## config.mk

```make
export PLATFORM = sky130hd
export DESIGN_NAME = p12_cfg_sequencer
export DESIGN_NICKNAME = d
export VERILOG_FILES = /design/src/rtl/p12_cfg_sequencer.sv
export SDC_FILE = /design/constraint.sdc
export NUM_CORES = 1
export LEC_CHECK = 0
export CAP_MARGIN = 20
export CORE_UTILIZATION = 50
export CTS_CLUSTER_SIZE = 16
export DETAILED_ROUTE_END_ITERATION = 8
export GPL_TIMING_DRIVEN = 0
export PLACE_DENSITY = 0.89
export SKIP_CTS_REPAIR_TIMING = 1
export SLEW_MARGIN = 20
export SYNTH_ARGS = -nofsm -noshare
export SYNTH_HDL_FRONTEND = slang
export SYNTH_SLANG_ARGS = --single-unit
export TNS_END_PERCENT = 5
```

## constraint.sdc

```tcl
create_clock -name clk -period 2.7 [get_ports clk]
set_clock_uncertainty 0.1 [all_clocks]
set_input_delay 0.405 -clock clk [delete_from_list [all_inputs] [get_ports clk]]
set_output_delay 0.405 -clock clk [all_outputs]
set_load 0.01 [all_outputs]
```

## src/rtl/p12_cfg_sequencer.sv

```systemverilog
// Command sequencer for the rotatable-tile array strobes (RUN, LOAD, COMMIT, READ).
// Define P12_READBACK_EN to build the READ path; without it op 3 is a one-cycle NOP.
module p12_cfg_sequencer #(
   parameter int CHAIN_LEN = 64,
   parameter int CW        = 16
) (
   input  logic          clk,
   input  logic          rst,
   input  logic          cmd_valid,
   output logic          cmd_ready,
   input  logic [1:0]    cmd_op,
   input  logic [CW-1:0] cmd_arg,
   input  logic          wr_valid,
   input  logic [7:0]    wr_data,
   output logic          wr_ready,
   output logic          rd_valid,
   output logic [7:0]    rd_data,
   input  logic          rd_ready,
   input  logic          tile_sc_out,
   output logic          ff_gate,
   output logic          l_gate,
   output logic          se,
   output logic          sc,
   output logic          lb,
   output logic          sel_v,
   output logic          sel_h,
   output logic          sel_d,
   output logic          busy
);

   localparam int NB    = (CHAIN_LEN + 7) / 8;
   localparam int LASTB = (CHAIN_LEN % 8 == 0) ? 8 : (CHAIN_LEN % 8);
   localparam int BW    = (NB > 1) ? $clog2(NB) : 1;

   typedef enum logic [2:0] {
      S_IDLE, S_RUN, S_LD_WAIT, S_LD_SHIFT, S_COMMIT, S_RD_SHIFT, S_RD_PUSH
   } state_t;

   state_t        state, state_nx;
   logic [CW-1:0] run_cnt, run_cnt_nx;
   logic [BW-1:0] byte_idx, byte_idx_nx;
   logic [2:0]    bit_cnt, bit_cnt_nx;
   logic [7:0]    sh_byte, sh_byte_nx;
   logic [7:0]    rd_byte, rd_byte_nx;
   logic [2:0]    mask, mask_nx;
   logic          last_byte, last_bit;

   // The final byte only carries the chain-length remainder.
   assign last_byte = (byte_idx == BW'(NB - 1));
   assign last_bit  = last_byte ? (bit_cnt == 3'(LASTB - 1)) : (bit_cnt == 3'd7);

   always_ff @(posedge clk) begin
      if (rst) begin
         state    <= S_IDLE;
         run_cnt  <= '0;
         byte_idx <= '0;
         bit_cnt  <= '0;
         sh_byte  <= '0;
         rd_byte  <= '0;
         mask     <= '0;
      end else begin
         state    <= state_nx;
         run_cnt  <= run_cnt_nx;
         byte_idx <= byte_idx_nx;
         bit_cnt  <= bit_cnt_nx;
         sh_byte  <= sh_byte_nx;
         rd_byte  <= rd_byte_nx;
         mask     <= mask_nx;
      end
   end

   always_comb begin
      state_nx    = state;
      run_cnt_nx  = run_cnt;
      byte_idx_nx = byte_idx;
      bit_cnt_nx  = bit_cnt;
      sh_byte_nx  = sh_byte;
      rd_byte_nx  = rd_byte;
      mask_nx     = mask;
      cmd_ready   = 1'b0;
      wr_ready    = 1'b0;
      rd_valid    = 1'b0;
      rd_data     = 8'h00;
      ff_gate     = 1'b0;
      l_gate      = 1'b0;
      se          = 1'b0;
      sc          = 1'b0;
      lb          = 1'b1;
      sel_v       = 1'b0;
      sel_h       = 1'b0;
      sel_d       = 1'b0;
      case (state)
         S_IDLE: begin
            cmd_ready = 1'b1;
            if (cmd_valid) begin
               case (cmd_op)
                  2'd0: begin
                     state_nx   = S_RUN;
                     run_cnt_nx = cmd_arg;
                  end
                  2'd1: begin
                     state_nx    = S_LD_WAIT;
                     byte_idx_nx = '0;
                  end
                  2'd2: begin
                     state_nx = S_COMMIT;
                     mask_nx  = cmd_arg[2:0];
                  end
                  default: begin
`ifdef P12_READBACK_EN
                     state_nx    = S_RD_SHIFT;
                     byte_idx_nx = '0;
                     bit_cnt_nx  = '0;
                     rd_byte_nx  = '0;
`else
                     // Zero-length RUN: one busy cycle, no strobes.
                     state_nx   = S_RUN;
                     run_cnt_nx = '0;
`endif
                  end
               endcase
            end
         end
         S_RUN: begin
            if (run_cnt != '0) begin
               ff_gate    = 1'b1;
               l_gate     = 1'b1;
               lb         = 1'b0;
               run_cnt_nx = run_cnt - CW'(1);
            end
            if (run_cnt == '0 || run_cnt == CW'(1))
               state_nx = S_IDLE;
         end
         S_LD_WAIT: begin
            wr_ready = 1'b1;
            if (wr_valid) begin
               sh_byte_nx = wr_data;
               bit_cnt_nx = '0;
               state_nx   = S_LD_SHIFT;
            end
         end
         S_LD_SHIFT: begin
            se         = 1'b1;
            ff_gate    = 1'b1;
            sc         = sh_byte[bit_cnt];
            bit_cnt_nx = bit_cnt + 3'd1;
            if (last_bit) begin
               if (last_byte) begin
                  state_nx = S_IDLE;
               end else begin
                  byte_idx_nx = byte_idx + BW'(1);
                  state_nx    = S_LD_WAIT;
               end
            end
         end
         S_COMMIT: begin
            l_gate   = 1'b1;
            sel_v    = mask[2];
            sel_h    = mask[1];
            sel_d    = mask[0];
            state_nx = S_IDLE;
         end
`ifdef P12_READBACK_EN
         S_RD_SHIFT: begin
            // Recirculate so the chain is restored after CHAIN_LEN shifts.
            se                  = 1'b1;
            ff_gate             = 1'b1;
            sc                  = tile_sc_out;
            rd_byte_nx[bit_cnt] = tile_sc_out;
            bit_cnt_nx          = bit_cnt + 3'd1;
            if (last_bit)
               state_nx = S_RD_PUSH;
         end
         S_RD_PUSH: begin
            rd_valid = 1'b1;
            rd_data  = rd_byte;
            if (rd_ready) begin
               if (last_byte) begin
                  state_nx = S_IDLE;
               end else begin
                  byte_idx_nx = byte_idx + BW'(1);
                  bit_cnt_nx  = '0;
                  rd_byte_nx  = '0;
                  state_nx    = S_RD_SHIFT;
               end
            end
         end
`endif
         default: state_nx = S_IDLE;
      endcase
   end

   assign busy = (state != S_IDLE);

`ifndef P12_READBACK_EN
   logic unused_rd;
   assign unused_rd = ^{rd_ready, tile_sc_out, rd_byte};
`endif

endmodule
```

==> results.md <==
- Clk buf depth: 2
- Worst Path Arrival: 2.09 ns
- Final Hold Violating Endpoints: 0
- Area grow syn2layout: 29.17%
- Initial detailed-routing violation count: 280
- Clock sinks: 36
- Netlist cell types: 51
- Die area: 4722 um^2
- Final setup fails: 0
- Status: completed
- Vias in the first global route: 1,981
- RSZ-0062 raised after global routing: false
- Fin util: 0.6938
- CTS H-tree depth: 2
- Req. time, crit path: 2.19 ns
- Dpl cells: roughly 380
- DP Worst Slack: 0.01394 ns
- Clk slew on worst S/H paths: 0.08 ns
- Crit-path max FO: 5
- Clk Latency, worst-skew pair: about 0.30 ns
- Fin crit period: 2.593 ns
- Synth top area cells: dfxtp_1 (32%), a21oi_1 (6.7%), ha_1 (6.2%)
- Type of element launching the critical path: register
- Routed Antenna Nets: 0
- TritonCTS clock tree: yes
- Finished Layout Cells: 390
- R2R setup slack: 0.27 ns
- Quantity of I/O buffers inserted on ports: 39
- Setup TNS: 0 ns
- Placer Congestion: 0.9388
- Share of the synthesized area in the top cell type: 0.3238
- R2R Path End: run_cnt[8]$_SDFFE_PP0P_
- R2R cell count: 7
- Worst Path Class, Setup: register to output port
- CP Capture Type: output port
- Min setup slack post-route: 0.1067 ns
- Drt total wl: around 6 mm
- First-pass GRT wire length: 9.032 mm
- Worst min-delay path category: register to register
- Final period utilization: 0.9605
- Asr flop ratio synth: 0
- # diodes: 0
- Fin. max-slew vios: 0
- Pleak: approximately 1.2 nW
- Synthesized flop and latch total: 36
- Slew headroom: 0.5947
- Nets@finish: 382
- Cell Area, Synth: roughly 2200 um^2
- Power Dens Cells: roughly 700 nW/um^2
- VDD IR max: 0.3621 mV
- DR pass1 iterations: 4
- Clock buffer count from CTS: 5
- Die span in y: 68.72 um
- Hold path cells: 2
- Initial antenna violation count: 0
- Reg2reg start: run_cnt[1]$_SDFFE_PP0P_
- Dpl hpwl: between 4 and 5 mm
- Layout cells sized above 1: 0.1088
- Area leader, netlist: dfxtp_1
- Top_reg_cell synth: dfxtp_1
- Residual DRC count: 0
- Seq/Total Area, Yosys: 0.3238
- DR vias: 2,263
- Die Width: about 69 um
- Gr ovfl total: 0
- Via-per-instance ratio: around 5.8
- EDFF count, synth: 0
- Row cnt: 23
- Wire per inst: 14.98 um
- # IOs: 52
- Fmax: 385.6 MHz
- Total power: approximately 2 mW
- Placeable Area: 4144 um^2
- Total global-route track usage: 0.2628
- Clock root cell: clkbuf_8
- Least-Margin Pin Slew: 0.6080 ns
- Max-Cap Viols: 0
- Hold Path End: sh_byte[7]$_SDFFE_PP0P_
- Hold wc startpoint: sh_byte[7]$_SDFFE_PP0P_
- Largest net degree at the start of global routing: 12
- Synth warn: 0
- Initial core utilization: 0.5371
- Instance count of the mapped netlist: 285
- Mean Syn Cell Area: 7.810 um^2
[per-layer routing]
layer,vias up,global-route usage,routed length [um]
li1,1116,-,-
met1,1043,0.3370,2562
met2,96,0.4130,2792
met3,8,0.04605,387
met4,0,0.1505,99
met5,-,0,0
[cells in the final DEF (no fill, tap or decap), types with 3 or more instances in the layout]
cell | Yosys | final
o21ai_1 | 3 | 3
or3_1 | 4 | 4
nor2_1 | 20 | 20
clkbuf_8 | 0 | 5
clkbuf_1 | 13 | 12
clkdlybuf4s50_1 | 0 | 37
and2_1 | 4 | 4
o21ai_0 | 16 | 16
ha_1 | 11 | 11
nand2_1 | 35 | 35
and3_1 | 3 | 3
mux2i_1 | 5 | 5
nand2b_1 | 4 | 4
buf_4 | 9 | 9
a21oi_1 | 30 | 30
or4_1 | 4 | 3
nand3_1 | 20 | 20
nor3_1 | 7 | 6
inv_1 | 9 | 9
a31oi_1 | 4 | 4
buf_2 | 3 | 3
dfxtp_1 | 36 | 35
conb_1 | 1 | 9
o21a_1 | 3 | 3
nor4_1 | 4 | 3
[per-stage QoR]
step	cell area (um^2)	hold WS, ns
2_1_floorplan	2256	0.3331
3_3_place_gp	2709	0.3408
3_5_place_dp	2709	0.3477
4_1_cts	2816	0.3575
5_1_grt	2875	0.3755
6_report	2875	0.3553
[worst max-delay path by stage]
| stage | startpoint | to | slack [ns] | cells after the start |
|---|---|---|---|---|
| 3_3_place_gp | state[1]$_SDFFE_PP0P_ | lb | 0.005 | 5 |
| 6_report | run_cnt[7]$_SDFFE_PP0P_ | lb | 0.11 | 4 |
| 2_1_floorplan | run_cnt[0]$_SDFFE_PP0P_ | run_cnt[8]$_SDFFE_PP0P_ | 0.53 | 7 |
| 4_1_cts | state[1]$_SDFFE_PP0P_ | lb | -0.35 | 5 |
| 5_1_grt | state[0]$_SDFFE_PP0P_ | lb | 0.009 | 5 |
| 3_5_place_dp | state[1]$_SDFFE_PP0P_ | lb | 0.01 | 5 |
[power by group]
group / internal (mW) / total, mW / switching [mW] / leakage [nW]
registers: 0.576 / 0.637 / 0.0603 / 0.292
clock network: 0.274 / 0.477 / 0.203 / 0.0552
logic: 0.376 / 0.846 / 0.470 / 0.805
total: 1.23 / 1.96 / 0.734 / 1.15
[flip-flops by register name, summed over array words and instances, names as in the netlist]
| signal | count |
|---|---|
| run_cnt | 16 |
| sh_byte | 8 |
| bit_cnt | 3 |
| byte_idx | 3 |
| mask | 3 |
| state | 3 |
[cell families (layout without fill, tap and decap cells)]
logic type / after synthesis / in the layout / synth area share
AOI/OAI and AO/OA: 73 / 73 / 0.1979
xor gates and xnor gates: 2 / 2 / 0.007871
adders and majority gates: 11 / 11 / 0.06183
buffers and inverters: 34 / 81 / 0.07420
DFF: 36 / 36 / 0.3238
muxes: 8 / 8 / 0.04778
other: 1 / 9 / 0.001685
and+or+nand+nor: 120 / 120 / 0.2850
[final cells by class]
type	count	area (um^2)
clock inverter	2	35.03
inverter	9	33.78
timing repair buffer	39	395.4
fill	317	1269
sequential	36	721.9
multi-input combinational	223	1420
clock buffer	6	72.57
buffer	25	133.9
tap	50	62.56
[worst max-delay path, stage by stage (launching register included)]
cell and delay, ns:
dfxtp_1 0.35, or4_4 0.56, nand4b_4 0.24, nand2_1 0.11, clkdlybuf4s50_1 0.53
[cells in the mapped netlist (4+ instances only)]
master / n
nor3_1: 7
buf_4: 9
ha_1: 11
nor4_1: 4
or3_1: 4
a31oi_1: 4
nand2b_1: 4
inv_1: 9
o21ai_0: 16
clkbuf_1: 13
and2_1: 4
a21oi_1: 30
nand3_1: 20
or4_1: 4
dfxtp_1: 36
mux2i_1: 5
nand2_1: 35
nor2_1: 20
Note: power is estimated with default switching activity, not from simulation.
